==> config.mk <==
export PLATFORM = sky130hd
export DESIGN_NAME = axis_dc_filter_ctrl
export DESIGN_NICKNAME = d
export VERILOG_FILES = /design/src/rtl/axis_dc_filter_ctrl.sv
export SDC_FILE = /design/constraint.sdc
export NUM_CORES = 1
export LEC_CHECK = 0
export BUFFER_PORTS_ARGS = -buffer_cell sky130_fd_sc_hd__buf_2
export CELL_PAD_IN_SITES_DETAIL_PLACEMENT = 1
export CELL_PAD_IN_SITES_GLOBAL_PLACEMENT = 2
export CORE_ASPECT_RATIO = 0.9
export CORE_MARGIN = 2
export CORE_UTILIZATION = 19
export CTS_CLUSTER_SIZE = 14
export DETAILED_ROUTE_END_ITERATION = 7
export PLACE_DENSITY_LB_ADDON = 0.15
export SYNTH_ARGS = -nofsm -noshare
export SYNTH_HDL_FRONTEND = slang
export SYNTH_SLANG_ARGS = --single-unit
==> constraint.sdc <==
create_clock -name aclk -period 3.7 [get_ports aclk]
set_input_delay 0.555 -clock aclk [delete_from_list [all_inputs] [get_ports aclk]]
set_output_delay 0.555 -clock aclk [all_outputs]
set_load 0.05 [all_outputs]
==> src/rtl/axis_dc_filter_ctrl.sv <==
// Sequencer for the AXIS DC filter: quadrant strobe from the phase stream and IIR tau scheduling.
// Lock detection on the filtered DC value is compiled in when DC_FILTER_CTRL_LOCK_DETECT_EN is defined.
module axis_dc_filter_ctrl #(
  parameter int PHASE_WIDTH    = 32,
  parameter int ACQ_CNT_WIDTH  = 16,
  parameter int LOCK_CNT_WIDTH = 8
) (
  input  logic                      aclk,
  input  logic                      aresetn,
  input  logic [PHASE_WIDTH-1:0]    S_AXIS_PHASE_tdata,
  input  logic                      S_AXIS_PHASE_tvalid,
  input  logic [1:0]                mode,
  input  logic                      restart,
  input  logic [31:0]               tau_fast,
  input  logic [31:0]               tau_slow,
  input  logic [ACQ_CNT_WIDTH-1:0]  acq_periods,
  input  logic [31:0]               dc_manual,
  input  logic [31:0]               mdc_in,
  input  logic [31:0]               lock_thresh,
  input  logic [LOCK_CNT_WIDTH-1:0] lock_periods,
  output logic                      sc_zero,
  output logic [31:0]               dc_tau,
  output logic [31:0]               dc,
  output logic                      locked,
  output logic [31:0]               status
);

  typedef enum logic [1:0] {
    ST_IDLE    = 2'd0,
    ST_ACQUIRE = 2'd1,
    ST_TRACK   = 2'd2,
    ST_HOLD    = 2'd3
  } state_t;

  state_t                   state, state_next;
  logic [1:0]               quad;
  logic                     quad_loaded;
  logic [1:0]               qcnt;
  logic [ACQ_CNT_WIDTH-1:0] acq_cnt;
  logic [ACQ_CNT_WIDTH:0]   acq_cnt_inc;
  logic                     pulse;
  logic                     period_end;
  logic                     restart_clr;
  logic                     acq_done;
  logic [7:0]               lock_field;
  logic                     locked_bit;

  assign pulse       = S_AXIS_PHASE_tvalid && quad_loaded &&
                       (S_AXIS_PHASE_tdata[PHASE_WIDTH-1:PHASE_WIDTH-2] != quad);
  assign period_end  = pulse && (qcnt == 2'd3);
  assign restart_clr = restart && ((state == ST_ACQUIRE) || (state == ST_TRACK));
  assign acq_cnt_inc = {1'b0, acq_cnt} + {{ACQ_CNT_WIDTH{1'b0}}, 1'b1};
  assign acq_done    = (acq_cnt_inc >= {1'b0, acq_periods});

  // Next-state: per-state moves first, then mode overrides apply from any state.
  always_comb begin
    state_next = state;
    case (state)
      ST_IDLE: begin
        if (mode == 2'd1) state_next = ST_ACQUIRE;
        else              state_next = ST_IDLE;
      end
      ST_ACQUIRE: begin
        if (restart)                     state_next = ST_ACQUIRE;
        else if (period_end && acq_done) state_next = ST_TRACK;
        else                             state_next = ST_ACQUIRE;
      end
      ST_TRACK: begin
        if (restart) state_next = ST_ACQUIRE;
        else         state_next = ST_TRACK;
      end
      ST_HOLD: begin
        if (mode == 2'd1) state_next = ST_TRACK;
        else              state_next = ST_HOLD;
      end
      default: state_next = ST_IDLE;
    endcase
    if ((mode == 2'd0) || (mode == 2'd3)) state_next = ST_IDLE;
    else if (mode == 2'd2)                state_next = ST_HOLD;
    else                                  state_next = state_next;
  end

  // State, quadrant tracking and period/acquire counters.
  always_ff @(posedge aclk) begin
    if (!aresetn) begin
      state       <= ST_IDLE;
      quad        <= 2'd0;
      quad_loaded <= 1'b0;
      qcnt        <= 2'd0;
      acq_cnt     <= {ACQ_CNT_WIDTH{1'b0}};
    end else begin
      state <= state_next;
      if (S_AXIS_PHASE_tvalid) begin
        quad        <= S_AXIS_PHASE_tdata[PHASE_WIDTH-1:PHASE_WIDTH-2];
        quad_loaded <= 1'b1;
      end
      if (restart_clr)  qcnt <= 2'd0;
      else if (pulse)   qcnt <= qcnt + 2'd1;
      if ((state_next != ST_ACQUIRE) || restart_clr)
        acq_cnt <= {ACQ_CNT_WIDTH{1'b0}};
      else if ((state == ST_ACQUIRE) && period_end)
        acq_cnt <= acq_cnt_inc[ACQ_CNT_WIDTH-1:0];
    end
  end

  // Filter-facing outputs follow the current state, so they lag a state change by one cycle.
  always_ff @(posedge aclk) begin
    if (!aresetn) begin
      sc_zero <= 1'b0;
      dc_tau  <= 32'h8000_0000;
      dc      <= 32'h0000_0000;
    end else begin
      sc_zero <= pulse;
      dc      <= dc_manual;
      case (state)
        ST_IDLE:    dc_tau <= 32'h8000_0000;
        ST_ACQUIRE: dc_tau <= {1'b0, tau_fast[30:0]};
        ST_TRACK:   dc_tau <= {1'b0, tau_slow[30:0]};
        ST_HOLD:    dc_tau <= 32'h0000_0000;
        default:    dc_tau <= 32'h8000_0000;
      endcase
    end
  end

`ifdef DC_FILTER_CTRL_LOCK_DETECT_EN
  logic [LOCK_CNT_WIDTH-1:0] lock_cnt;
  logic [LOCK_CNT_WIDTH-1:0] lock_cnt_inc;
  logic                      locked_r;
  logic                      mdc_primed;
  logic [31:0]               mdc_prev;
  logic [32:0]               mdc_diff;
  logic [32:0]               mdc_abs;
  logic                      in_window;

  // 33-bit difference of sign-extended values never wraps; magnitude compared unsigned.
  always_comb begin
    mdc_diff     = {mdc_in[31], mdc_in} - {mdc_prev[31], mdc_prev};
    mdc_abs      = mdc_diff[32] ? (33'd0 - mdc_diff) : mdc_diff;
    in_window    = (mdc_abs <= {1'b0, lock_thresh});
    lock_cnt_inc = (&lock_cnt) ? lock_cnt : (lock_cnt + LOCK_CNT_WIDTH'(1));
  end

  // Lock qualification runs only while staying in TRACK; the first period end just primes mdc_prev.
  always_ff @(posedge aclk) begin
    if (!aresetn) begin
      lock_cnt   <= {LOCK_CNT_WIDTH{1'b0}};
      locked_r   <= 1'b0;
      mdc_primed <= 1'b0;
      mdc_prev   <= 32'h0000_0000;
    end else if ((state != ST_TRACK) || (state_next != ST_TRACK)) begin
      lock_cnt   <= {LOCK_CNT_WIDTH{1'b0}};
      locked_r   <= 1'b0;
      mdc_primed <= 1'b0;
    end else if (period_end) begin
      mdc_prev <= mdc_in;
      if (!mdc_primed) begin
        mdc_primed <= 1'b1;
        locked_r   <= (lock_cnt >= lock_periods);
      end else if (in_window) begin
        lock_cnt <= lock_cnt_inc;
        locked_r <= (lock_cnt_inc >= lock_periods);
      end else begin
        lock_cnt <= {LOCK_CNT_WIDTH{1'b0}};
        locked_r <= 1'b0;
      end
    end
  end

  assign locked_bit = locked_r;
  assign lock_field = 8'(lock_cnt);
`else
  assign locked_bit = 1'b0;
  assign lock_field = 8'd0;
`endif

  assign locked = locked_bit;
  assign status = {16'(acq_cnt), lock_field, 5'd0, locked_bit, state};

endmodule

Word level (Yosys, flattened, before mapping):

Cells that the tools add are included.

* bits in registers: 88
* input bits: 222
* word-level logic and storage cells: 43

* add/sub/neg operators: 2
* magnitude comparators: 1
* eq/ne operators: 9
* multiplexer cells: 9
* bitwise operators: 1
* reductions and logical operators: 13

Operators by type and width (count)
* one-hot mux 32 bit (4 select lines): 1
* adder 16 x 1 -> 17 bit, second input constant: 1
* >= comparator 17 x 16 -> 1 bit: 1
* == test 2 bit, second input constant: 5
* 2-to-1 mux 2 bit: 5
* one-hot mux 2 bit (4 select lines): 1
* logical AND 1 bit: 6
* == test 2 x 1 -> 1 bit, second input constant: 2
* logical NOT 2 bit: 2
* OR reduction 2 bit: 2
* logical OR 1 bit: 3
* adder 2 x 1 -> 2 bit, second input constant: 1
* 2-to-1 mux 1 bit: 2
* inequality test 2 x 1 -> 1 bit, second input constant: 1
* inequality test 2 bit: 1
* inverter 1 bit: 1

Logic depth before layout (Yosys ltp):

Gate-level depths: netlist of the first run.

* depth in word-level cells: 12
* depth in mapped cells: 13
* depth with buffers taken out: 12

Worst setup path before layout of the first run:

No wires, ideal clock.

* path type: flip-flop to flip-flop
* from: reg acq_cnt[0]
* to: reg acq_cnt[10]
* setup time: 121 ps
* arrival time: 3383 ps
* path slack: 196 ps
* cell stages (with the launch flop): 14
* path buffers: 1
* period minus slack after synthesis: 3504 ps
* path through: dfxtp_1 > ha_1 > nand3_1 > nor2_1 > nand3_1 > xnor2_1 > ha_1 > nand4_1 > a2111oi_0 > o21ai_0 > and4_4 > o41ai_4 > buf_6 > nor3_1

* cells in the longest elaborated chain, start to end: 11

Ends and longest elaborated chain
* from (decl): line 39 `logic [ACQ_CNT_WIDTH-1:0] acq_cnt;`
* from (signal assigned): line 90 `acq_cnt <= {ACQ_CNT_WIDTH{1'b0}};`
* from (signal assigned): line 100 `acq_cnt <= {ACQ_CNT_WIDTH{1'b0}};`
* from (signal assigned): line 102 `acq_cnt <= acq_cnt_inc[ACQ_CNT_WIDTH-1:0];`
* adder 16 x 1 -> 17 bit: line 52 `assign acq_cnt_inc = {1'b0, acq_cnt} + {{ACQ_CNT_WIDTH{1'b0}}, 1'b1};`
* net acq_cnt_inc[8]: line 40 `logic [ACQ_CNT_WIDTH:0] acq_cnt_inc;`
* >= comparator 17 x 16 -> 1 bit: line 53 `assign acq_done = (acq_cnt_inc >= {1'b0, acq_periods});`
* logical AND 1 bit: line 65 `else if (period_end && acq_done) state_next = ST_TRACK;`
* 2-to-1 mux 2 bit: line 65
* 2-to-1 mux 2 bit: line 64 `if (restart) state_next = ST_ACQUIRE;`
* one-hot mux 2 bit (4 select lines): line 58 `case (state)`
* 2-to-1 mux 2 bit: line 79 `else if (mode == 2'd2) state_next = ST_HOLD;`
* 2-to-1 mux 2 bit: line 78 `if ((mode == 2'd0) || (mode == 2'd3)) state_next = ST_IDLE;`
* inequality test 2 x 1 -> 1 bit: line 99 `if ((state_next != ST_ACQUIRE) || restart_clr)`
* logical OR 1 bit: line 99
* OR reduction 2 bit (no source line)

The timed path passes the listed nets, and every way through them passes these cells.
A chain may end at the register's enable or synchronous reset.

Worst setup path in the final report of the first run:

* from: reg acq_cnt[1]
* to: reg acq_cnt[6]

The elaborated chain is that of the path after synthesis.

==> results of run 1 <==
-- metal layers --
layer	GRT usage, %	up-vias	routed length [um]
li1	-	1744	-
met1	13.10	1625	5193
met2	19.98	119	6044
met3	3.500	10	767
met4	4.012	0	164
met5	0	-	0
-- flip-flops by register name (all words and copies together) (netlist names) --
register,cells
quad,2
acq_cnt,16
dc,32
state,2
sc_zero,1
dc_tau,32
quad_loaded,1
qcnt,2
-- layout by cell type (no fill, tap or decap), drive strengths merged, types with 9 or more instances in the layout --
cell and n:
nor2 47, nor3 17, inv 23, a22oi 31, ha 24, xnor2 23
a21oi 9, xor2 9, conb 15, nand3 9, clkbuf 12, buf 216
nand2 18, dfxtp 88, and2 34
-- cell families after synthesis --
family                   after synthesis
AND/OR/NAND/NOR                      146
flip-flops                            88
buffers and inverters                 56
AO/OA/AOI/OAI                         55
XOR/XNOR                              32
adder cells (fa/ha/maj)               24
multiplexers                           4
other                                  1
-- critical path, delay by kind of cell (launching register included) --
family          cells  cell delay, ns
flops               1            0.37
simple gates        6            0.79
compound gates      3            1.07
buf+inv             2            0.41
fa+ha+maj           2            0.49
xor+xnor            1            0.14
-- final timing paths --
check	startpoint	endpoint	slack (ns)	cells after the start
max reg2reg	acq_cnt[1]	acq_cnt[6]	0.31	14
max	acq_cnt[1]	acq_cnt[6]	0.31	14
min reg2reg	quad_loaded	quad_loaded	0.47	1
min	dc_manual[24]	dc[24]	0.42	2
-- final cells by class --
cell class / count / area, sq um / area share (%)
diodes: 1 / 2.502 / 0.04620
clock buffers: 12 / 266.5 / 4.920
inverters: 23 / 86.33 / 1.594
flip-flops and latches: 88 / 1762 / 32.52
repair buffers: 216 / 1134 / 20.93
clock inverters: 4 / 51.30 / 0.9471
multi-input cells: 276 / 1802 / 33.26
well taps: 250 / 312.8 / 5.775
-- where the power goes --
group / internal [mW] / total (mW) / switching, mW
clock network: 0.578 / 0.950 / 0.371
registers: 0.977 / 0.986 / 0.00890
logic: 0.109 / 0.342 / 0.233
-- metrics by stage --
stage	hold slack, ns	util, %	std cells
after floorplan	0.4402	-	420
after global placement	0.4471	26.35	853
after detailed placement	0.4633	26.35	853
after CTS	0.3990	28.00	869
after global routing	0.3978	28.00	869
final	0.4186	28.01	870
==> impl_metrics.ini, run 1 <==
[status]
outcome = finished clean

[grt]
grt_pass1_wl_um = 18770
grt_max_degree = 40
grt-ovfl-total = 0
antenna_found_initial = 0
track_usage_pct = 11.32
first_global_vias = 3627

[logic_synthesis]
synth_area_sq_um = 3787
ys_warn_count = 0
synth_compound_area_share_pct = 10.47
yosys_register_bits = 88
synth_seq_area_share_pct = 46.51
synth_xor_area_share_pct = 7.400
synthMostInstantiatedCell = dfxtp_1
yosysTopAreaCell = dfxtp_1
synth_edf_count = 0
synthArstFlopShare_pct = 0
synth_area_leaders = dfxtp_1, ha_1, a22oi_1, and2_1, xnor2_1
synth_cells = 406
synth_top_area_share_pct = 46.51
synth_common_cells = dfxtp_1, nor2_1, and2_1
postSynthAreaPerCell_sq_um = 9.329
synth_top_family_by_area = simple AND/OR/NAND/NOR gates
synth_top_flop_cell = dfxtp_1
synth_simple_gate_area_share_pct = 19.23
synthAdderAreaFrac_pct = 7.929
synth_mux_area_share_pct = 1.057
ys_types = 37

[cts]
cts_sinks = 88
post_cts_resized = 0
ctsHoldBuffers = 0
clock_path_buffers = 2
postCtsSetupBuffers = 0
numCtsBuffers = 9
cts_tree = built
clk_pin_slew_ns = 0.07
htree_num_levels = 3
clkLatencyLatePin_ns = 0.34
cts_root_buffer = clkbuf_16

[sta]
hold_viol = 0
rsz0062_at_grt = no
drv_slew = 0
fin_crit_ns = 3.387
slew_headroom_pct = 17.49
finalClockSkew_ns = 0.007908
fmax_ghz = 0.2953
fin_crit_sh_pct = 91.54
timing_worst_slew_pin_value_ns = 1.238
worst_slack_ns = 0.3132
setup_viol = 0
finalSetupTns_ns = 0

[place]
dp_slack_ns = 0.2862
gp_congestion = 0.7107
io_buffer_count = 200
placement.cell_area_sq_um = 5096
hpwl_um = 9688

[die]
initial_core_util_pct = 19.58
io_pins = 320
die_width_um = 152.8
rows = 48
core_area_sq_um = 19340
die_y_um = 137.9
die_area_sq_um = 21080

[routing]
vias_per_cell = 4.021
wl_per_cell_um = 13.99
vias = 3498
first_iter_violations = 100
wirelength_um = 12170
final_antenna_net_count = 0
drcViolationCount = 0
first_pass_iters = 4

[power_and_ir_drop]
ir_worst_vdd_uv = 169.7
pwr_density_cell_nw_per_um2 = 420.5
total_power_mw = 2.277
p_leak_nw = 2.621

[setup_path]
path_max_fanout = 16
critPathSlowestCell = a2111oi_0
worstPathRequired_ns = 3.92
critical_path_class = flop to flop
start_kind = flop
cpPeakStageDelay_ns = 0.61
worstPathArrival_ns = 3.60
crit_chain = ha_1, nand3_1, nor2_1, nand3_1, xnor2_1, ha_1, nand4_1, a2111oi_0, buf_4, o21ai_0, and4_4, o41ai_4, buf_12, nor3_1
cp-end-kind = flop

[final_layout]
area_delta_synth_final_pct = 43.01
final_cell_area_sq_um = 5416
nNetsFinal = 860
layout-drive-gt1-share_pct = 37.96
fillers = 2334

[hold_path]
hp-class = input port to flop

[run]
drv_cap = 0
(Power assumes the default switching activity.)
==> run 2, diff against run 1 <==
- CORE_UTILIZATION: 19 -> 18
- TNS_END_PERCENT: not set -> 50
- clock period: 3.7 -> 2.9 ns (I/O delays scaled with it)
==> run 2 against run 1 <==
Critical path depth unchanged. Routed wire length up 1.8%. Via count rose by 2.2%. Critical endpoint is now acq_cnt[8]. Cell area is 7.6% higher. Worst setup slack worse by 0.29 ns. Critical path type unchanged. Hold slack worse by 0.12 ns. Register-to-register slack lost 0.29 ns. Clock skew rose by 0.0013 ns. Highest routed layer unchanged. Clock-buffer cell count is the same. Combinational power grew 34%. Clock power grew 19%.
==> impl_metrics.ini, run 2 (same netlist as run 1, synthesis figures left out) <==
[final_layout]
final_cell_mix = buf_2, dfxtp_1, nor2_1
utilization_pct = 28.13
area_delta_synth_final_pct = 53.82
fillers = 2445
seq_area_sq_um = 1809
layout-drive-gt1-share_pct = 45.33
nNetsFinal = 884
final_common_cell = buf_2
multi_input_area_sq_um = 1938
num_antenna_cells = 0
biggestRegsByFlops = dc (32), dc_tau (32), acq_cnt (16)

[setup_path]
cp-end-kind = flop
worstPathArrival_ns = 3.10
critical_path_class = flop to flop
path_max_fanout = 8
start_kind = flop
r2r_end = acq_cnt[8]
r2r_slack_ns = 0.02
r2r_start = acq_cnt[0]
r2r_cells = 14
worstPathRequired_ns = 3.12

[sta]
finalClockSkew_ns = 0.009187
hold_viol = 0
drv_slew = 0
slew_headroom_pct = 61.97
fmax_ghz = 0.3472
fin_crit_ns = 2.881
finalSetupTns_ns = 0
fin_crit_sh_pct = 99.33
rsz0062_at_grt = yes
timing_worst_slew_pin_value_ns = 0.5689
hold_slack_ns = 0.2945
setup_viol = 0
worst_slack_ns = 0.01948

[grt]
first_global_vias = 3775
antenna_found_initial = 0
grt_max_degree = 39
grt-ovfl-total = 0
track_usage_pct = 11.27
grt_pass1_wl_um = 19550

[hold_path]
min_from = dc_manual[26]
hold_depth = 2
hp-class = input port to flop
whs_endpoint = dc[26]

[power_and_ir_drop]
clock_power_share_pct = 39.9
ir_worst_vdd_uv = 221.9
switching_share_pct = 27.94
p_leak_nw = 2.753
pwr-share-seq_pct = 43.9
combPwrFrac_pct = 16.2
p_int_mw = 2.044
pwr_density_cell_nw_per_um2 = 487.0
p_sw_mw = 0.7927

[run]
drv_cap = 0

[place]
dp_slack_ns = -0.3533
hpwl_um = 9530
gp_congestion = 0.7475
io_buffer_count = 200

[cts]
cts_sinks = 88
cts_root_buffer = clkbuf_16
ctsHoldBuffers = 0
cts_tree = built
htree_num_levels = 3
clk_pin_slew_ns = 0.07
clock_path_buffers = 2
clkLatencyLatePin_ns = 0.34
numCtsBuffers = 9

[die]
die_area_sq_um = 22220
initial_core_util_pct = 18.29
die_y_um = 141.6
io_pins = 320
die_width_um = 156.9
rows = 50
core_area_sq_um = 20710

[routing]
first_pass_iters = 4
drcViolationCount = 0
final_antenna_net_count = 0
wl_per_cell_um = 13.36
vias = 3575
vias_per_cell = 3.852
wirelength_um = 12390
first_iter_violations = 132

[status]
outcome = finished clean
-- run 2: repair_timing --
action	CTS	global route
cloned	1	0
endpoints found under the setup margin	17	17
pin swaps	9	2
buffers inserted	5	1
gates resized for setup	15	8
-- run 2: metal layers --
layer | part of all wire, % | global-route usage (%) | wire length (um)
met2 | 51 | 19.62 | 6313
met1 | 42 | 13.21 | 5160
met3 | 6.2 | 3.665 | 765
met4 | 1.3 | 3.235 | 155
met5 | 0 | 0 | 0
-- run 2: how the worst max path moves through the flow --
stage | start | to | slack, ns | cells past startpoint
3_3_place_gp | acq_cnt[1] | acq_cnt[10] | -0.13 | 13
3_5_place_dp | acq_cnt[1] | acq_cnt[8] | -0.35 | 13
2_1_floorplan | acq_cnt[0] | acq_cnt[12] | 0.003 | 13
5_1_grt | acq_cnt[0] | acq_cnt[13] | -0.13 | 14
6_report | acq_cnt[0] | acq_cnt[8] | 0.02 | 14
4_1_cts | acq_cnt[9] | acq_cnt[8] | 0.003 | 14
-- run 2: layout make-up --
type	count	area share, %
multi-input cells	276	33.27
repair buffers	240	23.07
well taps	286	6.143
flip-flops and latches	88	31.06
clock buffers	12	4.596
inverters	23	1.482
clock inverters	3	0.3866
-- run 2: stage by stage --
| stage | cells | area, sq um | power (mW) |
|---|---|---|---|
| 2_1_floorplan | 420 | 3925 | 1.573 |
| 3_3_place_gp | 906 | 5366 | 1.717 |
| 3_5_place_dp | 906 | 5366 | 1.723 |
| 4_1_cts | 927 | 5794 | 2.910 |
| 5_1_grt | 928 | 5826 | 2.995 |
| 6_report | 928 | 5826 | 2.837 |
-- run 2: critical path, cell delays in order (launching register included) --
cell	delay (ns)
dfxtp_4	0.36
ha_4	0.17
nand3_4	0.09
nor2_4	0.04
buf_4	0.15
xor2_2	0.14
ha_1	0.30
nand4_1	0.20
a2111oi_4	0.27
o21ai_1	0.13
and4_4	0.23
o41ai_4	0.30
buf_4	0.19
buf_12	0.13
nor3_1	0.05
-- run 2: power groups by stage --
stage	logic [mW]	registers [mW]	clock network (mW)
6_report	0.459	1.25	1.13
3_3_place_gp	0.445	1.27	0
4_1_cts	0.465	1.25	1.20
3_5_place_dp	0.450	1.27	0
2_1_floorplan	0.179	1.39	0
5_1_grt	0.501	1.25	1.24
